## src/rtl/piso_8_bit.sv

```systemverilog
// Parallel-in, serial-out shift register: load a word, then stream it out one
// bit per clock with zero fill, from the MSB or the LSB end.
module piso_8_bit #(
  parameter int WIDTH     = 8,
  parameter bit MSB_FIRST = 1'b1
) (
  input  logic             clk,
  input  logic             rst_n,        // active-high synchronous reset
  input  logic             sel_p_s,      // 0 = parallel load, 1 = shift
  input  logic [WIDTH-1:0] parallel_in,
  output logic             serial_out
);

  logic [WIDTH-1:0] sr_q, sr_d;

  always_comb begin
    sr_d = sr_q;
    if (!sel_p_s)       sr_d = parallel_in;
    else if (MSB_FIRST) sr_d = {sr_q[WIDTH-2:0], 1'b0};
    else                sr_d = {1'b0, sr_q[WIDTH-1:1]};
  end

  always_ff @(posedge clk) begin
    if (rst_n) sr_q <= '0;
    else       sr_q <= sr_d;
  end

  // Output taken straight from a flop so nothing combinational reaches the pin.
  assign serial_out = MSB_FIRST ? sr_q[WIDTH-1] : sr_q[0];

endmodule

```

## config.mk

```make
export PLATFORM = sky130hd
export DESIGN_NAME = piso_8_bit
export DESIGN_NICKNAME = d
export VERILOG_FILES = /design/src/rtl/piso_8_bit.sv
export SDC_FILE = /design/constraint.sdc
export NUM_CORES = 1
export LEC_CHECK = 0
export CAP_MARGIN = 10
export CELL_PAD_IN_SITES_DETAIL_PLACEMENT = 0
export CELL_PAD_IN_SITES_GLOBAL_PLACEMENT = 1
export CORE_AREA = 2 2 39 41
export CTS_CLUSTER_DIAMETER = 100
export DETAILED_ROUTE_END_ITERATION = 10
export DIE_AREA = 0 0 41 43
export PLACE_DENSITY_LB_ADDON = 0.12
export SYNTH_ARGS = -nofsm -noshare
export SYNTH_HDL_FRONTEND = slang
export SYNTH_SLANG_ARGS = --single-unit
```

## constraint.sdc

```tcl
create_clock -name clk -period 0.9 [get_ports clk]
set_clock_uncertainty 0.2 [all_clocks]
set_input_delay 0.18 -clock clk [delete_from_list [all_inputs] [get_ports clk]]
set_output_delay 0.18 -clock clk [all_outputs]
set_load 0.1 [all_outputs]
```

; Word-level counts from Yosys, hierarchy flattened
; Cells that the tools add are included.
[op_classes]
add_sub_neg = 0
multipliers = 0
div_mod_pow = 0
n_lt_le_gt_ge = 0
eq_ne = 0
shifts = 0
mux = 1
bitwise_logic = 0
n_reduce_logical = 1
[ops]
columns = operator, count
row1 = $mux 8, 1
row2 = $reduce_or 2->1, 1
[totals]
regBits = 8
latchBits = 0
ram_bits = 0
rom_bits = 0
in_bits = 11
out_inout_bits = 1
wordCells = 4
n_memories = 0

; Logic depth before layout (Yosys ltp)
[depth]
word_depth = 1
ltp_mapped = 3
ltp_nobuf = 2

; Worst setup path before layout
; OpenSTA, ideal clock, no wires.
[synth_path]
path_type = register -> output
startpoint = register sr_q[7]
endpoint = output serial_out
arrival_time_ns = 0.909
required_time_ns = 0.520
slack_ns = -0.389
stages_incl_launch_ff = 1
cell_sequence = dfxtp_1
[synth_rtl]
columns = item, line_no
row1 = start: declaration, 14  ; logic [WIDTH-1:0] sr_q, sr_d;
row2 = start signal: assignment, 25  ; else sr_q <= sr_d;
row3 = end: declaration, 11  ; output logic serial_out
; No word-level cell between the ends.

; Final worst setup path
[layout_path]
startpoint = register sr_q[7]
endpoint = output serial_out
; No word-level cell between the ends.

==> impl_metrics.yaml <==
worst_hold_path:
  hold_class: "input port to flip-flop"
  hold_end: "sr_q[0]"
  whs_path_depth: 3
  worstHoldStart: "sel_p_s"
final_layout:
  nFillCells: 150
  top_register: "sr_q"
  final_util_pct: 32.3
  nets: 52
  syn_to_final_growth_pct: 59.4
  largest_reg_flops: 8
  n_antenna_cell: 0
  top_regs: "sr_q (8)"
  layout-drive-gt1-share_pct: 20.0
routing:
  drt-vias-per-instance: 3.95
  first_pass_iters: 1
  ant_nets: 0
  wl_per_cell_um: 9.50
  met1_length_um: 211
  drc: 0
  wl_met2_um: 263
  top_layer_used: "met4"
  vias: 221
  wirelength_um: 532
  wl_met3_um: 48
  drt_iter0_drc: 0
yosys:
  netlist_top_cells_area: "dfxtp_1 (57%), mux2i_1 (25%), nor2_1 (9.4%)"
  syn_area_per_cell_um2: 11.2
  ys_warn_count: 0
  ys_seq_area_share_pct: 57.1
  ys_ff_latch: 8
  syn_area_um2: 280
  synthCells: 25
  synth_top_area_share_pct: 57.1
  syn_nets: 36
  ys_types: 6
  yosys.area.top_type: "dfxtp_1"
sta:
  worst_slew_pin_slew_ns: 0.269
  setup_viol: 1
  period_share_pct: 128
  min_period_ns: 1.15
  rsz0062_at_grt: "yes"
  hold_violations: 0
  layout_setup_ws_ns: -0.249
  fmax_mhz: 870
  max_slew_margin_pct: 82.0
  maxSlewViolCount: 0
worst_setup_path:
  arrival_ns: 0.77
  cp.buffers_inverters: 1
  crit_slowest_cell: "dfxtp_4"
  critPathRequiredTime_ns: 0.52
  crit_path_end_kind: "primary output"
  max_stage_delay_ns: 0.35
  reg2reg_from: "sr_q[0]"
  path_max_fanout: 1
  path_cells: "buf_12"
  rr_endpoint: "sr_q[1]"
  cp-start-kind: "flip-flop"
  worst-setup-path-type: "flip-flop to primary output"
  setup.worst_path.start: "sr_q[7]"
  ff2ff_setup_slack_ns: 0.10
  critical-path-top-delay-family: "flip-flops"
  r2r_cells: 2
power_and_ir_drop:
  p_leak_uw: 0.000197
  peakVddDrop_mv: 0.468
  swShare_pct: 22.4
  p_int_uw: 613
  p_clk_share_pct: 37.0
  power.density_nw_per_um2: 1770
  seqPwrFrac_pct: 48.1
  power_frac_comb_pct: 14.9
  p_switching_uw: 177
placed_design:
  portBuffers: 11
  pre_cts_slack_ns: -0.501
  gp_congestion: 0.557
run_status:
  status: "complete, but fails checks"
  violations: "setup timing"
clock_network:
  cts_tree: "built"
  numClockSinks: 8
  htree_levels: 1
  path_clk_slew_ns: 0.06
  post_cts_buffers: 0
  cts_buffers: 3
  insertion_delay_ns: 0.25
  root_buffer: "clkbuf_4"
  clk_path_buf_depth: 2
grt:
  grt_start_max_net_pins: 9
  gr-total-overflow: 0
  grt.total_usage_pct: 8.06
  antenna_found_initial: 0
  grt_pass1_wl_um: 848
  grt_pass1_vias: 209
floorplanning:
  die_x_um: 41
  core_area_um2: 1380
  start_util_pct: 20.3
  rows: 14
  die-area_um2: 1760
  die_h_um: 43
  io_pins: 12
run:
  cap_violations: 0
[logic make-up after synthesis]
logic type	share of synthesized area, %
DFF	57.1
and+or+nand+nor	12.1
muxes	25.0
buffers and inverters	5.80
[metal layers]
| metal | vias up | global-route usage (%) |
|---|---|---|
| met3 | 2 | 4.71 |
| met4 | 0 | 8.00 |
| met1 | 98 | 7.49 |
| met2 | 10 | 11.3 |
| li1 | 111 | - |
| met5 | - | 0 |
[layout by cell type, fill, tap and decap left out]
master           count
buf_6                1
nor2_1               7
buf_4                1
nor3b_1              1
mux2i_1              7
dlygate4sd2_1        1
clkbuf_1             1
clkbuf_4             3
buf_12               1
dfxtp_1              7
clkdlybuf4s50_1      8
dfxtp_4              1
clkbuf_2             1
[power groups by stage]
stage / Combinational [uW] / Sequential (uW) / Clock (uW)
after floorplan: 42.7 / 404 / 0
after global placement: 120 / 387 / 0
after detailed placement: 122 / 388 / 0
after CTS: 121 / 380 / 314
after global routing: 128 / 381 / 326
final: 118 / 380 / 292
[worst reg2reg max path: stages, from the launching register on]
cell,delay [ns]
dfxtp_1,0.30
mux2i_1,0.12
nor2_1,0.05
[cell usage after synthesis, drive strengths merged]
library cell  instances
dfxtp                 8
nor3b                 1
buf                   2
mux2i                 7
nor2                  7
[how the worst max path moves through the flow]
stage | to | slack [ns] | cells after the start
4_1_cts | serial_out | -0.27 | 1
5_1_grt | serial_out | -0.27 | 1
3_3_place_gp | sr_q[3] | -0.47 | 4
6_report | serial_out | -0.25 | 1
2_1_floorplan | serial_out | 0.02 | 0
3_5_place_dp | sr_q[1] | -0.50 | 4
[metrics by stage]
step                instances  cell area (um2)  hold WS [ns]  power, uW  TNS (ns)
global route               56              447        0.0561        834    -0.272
finish                     56              447        0.0354        790    -0.249
detailed placement         52              423         0.256        509     -3.74
global placement           52              423         0.249        507     -3.54
CTS                        56              450         0.178        815    -0.266
floorplan                  25              284         0.123        447         0
[final cells by class]
class	instances	area, um2	area share [%]
well taps	16	20.0	4.48
clock buffers	4	26.3	5.88
multi-input cells	15	104	23.2
flip-flops and latches	8	164	36.7
repair buffers	13	133	29.7
[what timing repair did]
action                     4_1_cts  5_1_grt
hold buffers                     0        0
setup endpoints to repair        9        5
gates resized for setup          3        2
No activity file was read; power rests on OpenSTA's default activity.
